--- src/rtl/display_source_scheduler.sv ---
// rtl/display_source_scheduler.sv - two-source round-robin display scheduler with double-dabble BCD conversion
// Defining SCHED_HOLD_EN adds a hold input that freezes dwell-based rotation.
module display_source_scheduler #(
   parameter int VAL_W        = 10,
   parameter int DWELL_CYCLES = 50000000,
   parameter int DWELL_W      = 26
) (
   input  logic             clk,
   input  logic             reset_n,
   input  logic [VAL_W-1:0] src0_value,
   input  logic             src0_valid,
   input  logic [VAL_W-1:0] src1_value,
   input  logic             src1_valid,
`ifdef SCHED_HOLD_EN
   input  logic             hold,
`endif
   output logic [3:0]       digit0,
   output logic [3:0]       digit1,
   output logic [3:0]       digit2,
   output logic             active_src,
   output logic             conv_busy
);

   localparam int                 CNT_W      = $clog2(VAL_W + 1);
   localparam logic [DWELL_W-1:0] DWELL_LAST = DWELL_W'(DWELL_CYCLES - 1);
   localparam logic [CNT_W-1:0]   CNT_LAST   = CNT_W'(VAL_W - 1);

   typedef enum logic [1:0] {IDLE, LOAD, SHIFT, LATCH} state_t;
   state_t state, state_next;

   logic [DWELL_W-1:0] dwell_cnt;
   logic               switch_pending;
   logic [CNT_W-1:0]   shift_cnt;
   logic [VAL_W-1:0]   bin_reg;
   logic [11:0]        bcd_reg;
   logic [11:0]        bcd_adj;
   logic               snap_valid;
   logic               snap_over;

   logic               dwell_run;
   logic               dwell_expire;
   logic               cur_valid;
   logic               other_valid;
   logic               do_toggle;
   logic               sel_src;
   logic               sel_valid;
   logic [VAL_W-1:0]   sel_value;

`ifdef SCHED_HOLD_EN
   assign dwell_run = !hold;
`else
   assign dwell_run = 1'b1;
`endif
   assign dwell_expire = dwell_run && (dwell_cnt == DWELL_LAST);

   // A dwell switch and an invalid-source fallback collapse into one toggle.
   always_comb begin
      cur_valid   = active_src ? src1_valid : src0_valid;
      other_valid = active_src ? src0_valid : src1_valid;
      do_toggle   = other_valid && (switch_pending || !cur_valid);
      sel_src     = active_src ^ do_toggle;
      sel_value   = sel_src ? src1_value : src0_value;
      sel_valid   = sel_src ? src1_valid : src0_valid;
   end

   always_comb begin
      bcd_adj = bcd_reg;
      for (int i = 0; i < 3; i++) begin
         if (bcd_reg[4*i +: 4] >= 4'd5)
            bcd_adj[4*i +: 4] = bcd_reg[4*i +: 4] + 4'd3;
      end
   end

   always_comb begin
      state_next = state;
      conv_busy  = 1'b0;
      case (state)
         IDLE:  state_next = LOAD;
         LOAD: begin
            conv_busy  = 1'b1;
            state_next = SHIFT;
         end
         SHIFT: begin
            conv_busy = 1'b1;
            if (shift_cnt == CNT_LAST)
               state_next = LATCH;
         end
         LATCH: state_next = LOAD;
         default: state_next = IDLE;
      endcase
   end

   always_ff @(posedge clk or negedge reset_n) begin
      if (!reset_n)
         state <= IDLE;
      else
         state <= state_next;
   end

   // An expiry coinciding with LOAD wins over the clear so it is not lost.
   always_ff @(posedge clk or negedge reset_n) begin
      if (!reset_n) begin
         dwell_cnt      <= '0;
         switch_pending <= 1'b0;
      end else begin
         if (dwell_run)
            dwell_cnt <= dwell_expire ? '0 : dwell_cnt + 1'b1;
         if (dwell_expire)
            switch_pending <= 1'b1;
         else if (state == LOAD)
            switch_pending <= 1'b0;
      end
   end

   always_ff @(posedge clk or negedge reset_n) begin
      if (!reset_n) begin
         active_src <= 1'b0;
         shift_cnt  <= '0;
         bin_reg    <= '0;
         bcd_reg    <= '0;
         snap_valid <= 1'b0;
         snap_over  <= 1'b0;
         digit0     <= 4'hF;
         digit1     <= 4'hF;
         digit2     <= 4'hF;
      end else begin
         case (state)
            LOAD: begin
               active_src <= sel_src;
               bin_reg    <= sel_value;
               bcd_reg    <= '0;
               snap_valid <= sel_valid;
               snap_over  <= (32'(sel_value) > 32'd999);
               shift_cnt  <= '0;
            end
            SHIFT: begin
               {bcd_reg, bin_reg} <= {bcd_adj, bin_reg} << 1;
               shift_cnt <= (shift_cnt == CNT_LAST) ? '0 : shift_cnt + 1'b1;
            end
            LATCH: begin
               if (!snap_valid || snap_over) begin
                  digit0 <= 4'hF;
                  digit1 <= 4'hF;
                  digit2 <= 4'hF;
               end else begin
                  digit0 <= bcd_reg[3:0];
                  digit1 <= bcd_reg[7:4];
                  digit2 <= bcd_reg[11:8];
               end
            end
            default: ;
         endcase
      end
   end

endmodule

--- config.mk ---
export PLATFORM = sky130hd
export DESIGN_NAME = display_source_scheduler
export DESIGN_NICKNAME = d
export VERILOG_FILES = /design/src/rtl/display_source_scheduler.sv
export SDC_FILE = /design/constraint.sdc
export NUM_CORES = 1
export LEC_CHECK = 0
export ABC_AREA = 1
export ABC_CLOCK_PERIOD_IN_PS = 4400
export BUFFER_PORTS_ARGS = -buffer_cell sky130_fd_sc_hd__buf_2
export CORE_MARGIN = 2
export CORE_UTILIZATION = 60
export CTS_CLUSTER_SIZE = 30
export DETAILED_ROUTE_END_ITERATION = 8
export PLACE_DENSITY_LB_ADDON = 0.15
export SYNTH_ARGS = -nofsm -noshare
export SYNTH_HDL_FRONTEND = slang
export SYNTH_SLANG_ARGS = --single-unit
--- constraint.sdc ---
create_clock -name clk -period 4.4 [get_ports clk]
set_input_delay 1.32 -clock clk [delete_from_list [all_inputs] [get_ports clk]]
set_output_delay 1.32 -clock clk [all_outputs]
set_load 0.005 [all_outputs]
== Word level (Yosys, flattened, before mapping) ==
Cells that the tools add are included.

* Register bits: 70
* Bits in latches: 0
* RAM bits: 0
* Memory bits (read-only): 0
* Input bits: 24
* Logic and storage cells: 58
* Memories kept: 0

* Add/subtract/negate cells: 5
* $mul: 0
* Div/mod/pow operators: 0
* $lt $le $gt $ge: 4
* Equal/unequal tests: 6
* Shifts and indexed selects: 0
* Multiplexer cells: 20
* Bitwise logic cells: 1
* Reductions and logical operators: 10

{| class="wikitable"
|+ Operators by type and width
! operator !! number
|-
| $add A26 B1 Y26 const B || 1
|-
| $eq A26 B26 Y1 const B || 1
|-
| $mux W26 || 1
|-
| $mux W4 || 6
|-
| $pmux W12 S2 || 1
|-
| $pmux W10 S2 || 1
|-
| $ge A4 B3 Y1 const B || 3
|-
| $gt A10 B10 Y1 const B || 1
|-
| $mux W10 || 1
|-
| $add A4 B2 Y4 const B || 2
|-
| $pmux W4 S2 || 1
|-
| $mux W1 || 6
|-
| $pmux W2 S3 || 1
|-
| $add A4 B1 Y4 const B || 1
|-
| $eq A2 B2 Y1 const B || 2
|-
| $eq A4 B4 Y1 const B || 1
|-
| $reduce_bool A2 Y1 || 2
|-
| $reduce_or A2 Y1 || 2
|-
| $add A3 B2 Y3 const B || 1
|-
| $mux W3 || 1
|-
| $eq A2 B1 Y1 const B || 1
|-
| $logic_not A1 Y1 || 2
|-
| $logic_not A2 Y1 || 1
|-
| $logic_or A1 B1 Y1 || 2
|-
| 4 further kinds || 4
|}

== Logic depth before layout (Yosys ltp) ==
* Depth in word-level cells: 7
* Depth in mapped cells: 11

== Worst setup path before layout ==
Ideal clock, no wire load.

* Path type: register to output
* From: register state[0]
* To: output port conv_busy
* Arrival time: 1.147 ns
* Slack: 1.933 ns
* Stages on the path, launching flop included: 5
* Buffers on the path: 1
* Path through: dfrtp_1 -> inv_1 -> ha_1 -> inv_2 -> clkbuf_1

* Longest elaborated chain between the ends: 3

{| class="wikitable"
|+ RTL lines
! item !! line !! text
|-
| from (decl) || 29 || <nowiki>state_t state, state_next;</nowiki>
|-
| from (signal assigned) || 97 || <nowiki>state <= state_next;</nowiki>
|-
| $eq A2 B1 Y1 or $eq A2 B2 Y1 (tied branches) || 77 || <nowiki>case (state)</nowiki>
|-
| $reduce_or A2 Y1 (no source line) (*) || -- ||
|-
| $mux W1 (*) || 77 ||
|-
| to (decl) || 21 || <nowiki>output logic conv_busy</nowiki>
|}

Every way passes the cells marked *; elsewhere a longest branch is shown, timed or not.

== Final worst setup path ==
Ends and elaborated chain as after synthesis.

==> results.cfg <==
[outcome]
status = complete, no violations

[die]
core_area_mm2 = 0.006277
dieWidth_um = 84.05
placement_rows = 29
design.die.area_mm2 = 0.007064
floorplan.initialDensity_pct = 61.25
die-height_um = 84.05
io_pins = 38

[route]
drc = 0
dr.pass1.iters = 4
drt_first_iter_violations = 153
overall_via_count_from_detail_route = 3127
avg_vias_per_cell = 5.291
wire_per_inst_um = 13.65
final_antenna_net_count = 0
route.final.wire_length_um = 8070

[worst_setup_path]
worst-path-max-fanout = 36
crit_path_top_delay_cell = sky130_fd_sc_hd__inv_2
worst_r2r_setup_slack_ps = 2530
worst_ep_arrival_time_ps = 1820
rr_worst_depth = 6
worst_ep_required_time_ps = 3080
setup.worst_path.start = state[0]
cp-start-kind = register
timing.critical_path.slowest_cell_delay_ps = 450
critical_path.top_delay_family = buffers and inverters
cp_num_cells = 4
critPathKind = register to primary output
crit_buf_inv = 3
endpoint = conv_busy
worstReg2RegStart = state[0]
worstSetupEndpointType = primary output
regToRegEndpoint = shift_cnt[3]
timing.critical_path.cells = inv_1, ha_1, inv_2, buf_2

[global_routing]
first_global_vias = 3143
grt_start_max_net_pins = 37
antenna_found_initial = 0
first_pass_grt_wire_length_um = 13930
grt.overflow.total = 0
grt_use_total_pct = 24.42

[power]
vdd_drop_max_mv = 0.2768
power_leakage_nw = 2.211
power_density_mw_per_mm2 = 401.4

[timing]
achievable-frequency_ghz = 0.3184
worst_clock_skew_ps = 7.148
timing.setup.tns_ps = 0
slew_headroom_pct = 61.02
hold_viol_final = 0
timing.final.crit_share_pct = 71.38
fin_crit_ps = 3141
finalSetupViolations = 0
finalWorstSetupSlack_ps = 1259
rsz0062_at_grt = no
slew_viol_final = 0
timing_worst_slew_pin_value_ps = 584.7

[place]
port_buffers = 37
post-place-ws_ps = 1650
routabilityCongestion = 0.9741
detailedPlacementHpwl_um = 5942

[hold_path]
min_path_type = register to register
min_delay_path_depth = 2

[yosys]
synth_top_family_by_area = simple AND/OR/NAND/NOR gates
yosysSeqAreaShare_pct = 45.95
synth_largest_type_area_fraction_pct = 37.75
number_of_flip_flops_and_latches_in_the_synthesized_netlist = 70
synthXorXnorAreaFrac_pct = 3.645
synth-warning-count = 0
netlist_area_mm2 = 0.003845
postSynthCellCount = 466
synth_compound_gate_area_share_pct = 12.43
synth_nets = 502
synth_top_cells_by_area = sky130_fd_sc_hd__dfrtp_1, sky130_fd_sc_hd__nand2_1, sky130_fd_sc_hd__dfstp_2, sky130_fd_sc_hd__inv_1, sky130_fd_sc_hd__ha_1
muxShareOfSynthArea_pct = 0
dominant_cell_type_by_area_after_synthesis = sky130_fd_sc_hd__dfrtp_1
synth-adder-area-share_pct = 3.905
syn_area_per_cell_um2 = 8.251
post_synth_and_or_nand_nor_area_fraction_pct = 26.33
netlist-cell-type-count = 33

[finish]
share_of_final_layout_standard_cells_stronger_than_drive_strength_1_pct = 21.60
fillCellCount = 514
largest_register_ff_count = 26
final_common_cell = sky130_fd_sc_hd__nand2_1
layout-area-overhead-vs-synth_pct = 13.15
nets = 545
mostFrequentLayoutCells = sky130_fd_sc_hd__nand2_1, sky130_fd_sc_hd__inv_1, sky130_fd_sc_hd__dfrtp_1
antenna-diode-count = 0

[clocking]
cts-hold-fix-buffers = 0
htreeDepth = 3
post_cts.resized_instances = 0
cts.sink_count = 70
numCtsBuffers = 9
clock_tree.buffer_depth = 2
clockRootBuffer = sky130_fd_sc_hd__clkbuf_8
worst_setup_hold_path_clk_slew_ps = 80
cts_tree = yes
worstSkewPairLatency_ps = 350
cts_setup_buffers = 0

[job]
cap_viol_max_count = 0
-- worst min-delay path, cell delays in order (launching register included) --
cell,delay [ps]
sky130_fd_sc_hd__dfstp_2,370
sky130_fd_sc_hd__nand2_1,50
sky130_fd_sc_hd__nand2_1,50
-- cell type report --
| type | instances | area, um^2 | share of cell area (%) |
|---|---|---|---|
| clock buffer | 9 | 123.9 | 2.847 |
| clock inverter | 7 | 112.6 | 2.588 |
| inverter | 72 | 270.3 | 6.212 |
| multi-input combinational | 317 | 1780 | 40.93 |
| sequential | 70 | 1767 | 40.61 |
| tap | 77 | 96.34 | 2.215 |
| timing repair buffer | 39 | 200.2 | 4.602 |
-- cell usage after synthesis, drive strengths merged --
| cell | number |
|---|---|
| xor2 | 14 |
| nand2 | 107 |
| nor3 | 5 |
| ha | 12 |
| nand3 | 29 |
| or2 | 1 |
| nand3b | 1 |
| dfrtp | 58 |
| o21ai | 41 |
| a21oi | 16 |
| o31ai | 2 |
| nand4 | 9 |
| dfstp | 12 |
| a31o | 6 |
| inv | 70 |
| o22ai | 14 |
| xnor2 | 2 |
| o21bai | 3 |
| clkbuf | 6 |
| nor2 | 55 |
| buf | 1 |
| clkinv | 2 |
-- metrics by stage --
| step | util, % | hold slack [ps] | power, mW | instances | area, um^2 |
|---|---|---|---|---|---|
| 2_1_floorplan | - | 441.2 | 1.009 | 466 | 3845 |
| 3_3_place_gp | 65.54 | 455.4 | 1.117 | 575 | 4114 |
| 3_5_place_dp | 65.54 | 457.9 | 1.137 | 575 | 4114 |
| 4_1_cts | 69.30 | 470.9 | 1.753 | 591 | 4350 |
| 5_1_grt | 69.30 | 483.8 | 1.829 | 591 | 4350 |
| 6_report | 69.30 | 468.1 | 1.746 | 591 | 4350 |
-- where the power goes --
part / internal, mW / switching (mW) / leakage, nW
combinational: 0.116 / 0.179 / 1.20
sequential: 0.752 / 0.0774 / 0.893
clock: 0.373 / 0.248 / 0.119
-- worst min-delay path by stage --
stage / from / endpoint
final: digit0[3] / digit0[3]
after CTS: digit0[3] / digit0[3]
after global routing: digit2[1] / digit2[1]
after detailed placement: digit0[3] / digit0[3]
after floorplan: snap_over / snap_over
after global placement: digit0[2] / digit0[2]
-- cell families after synthesis --
kind of cell | count (synthesis)
fa+ha+maj | 12
compound gates | 82
simple gates | 207
flops | 70
xor+xnor | 16
buf+inv | 79
-- routing by layer --
layer	vias up	routed length [um]	track usage, %
li1	1588	-	-
met1	1472	3494	30.40
met2	54	4197	41.34
met3	13	240	3.759
met4	0	138	11.88
met5	-	0	0
Note: power is estimated with default switching activity, not from simulation.
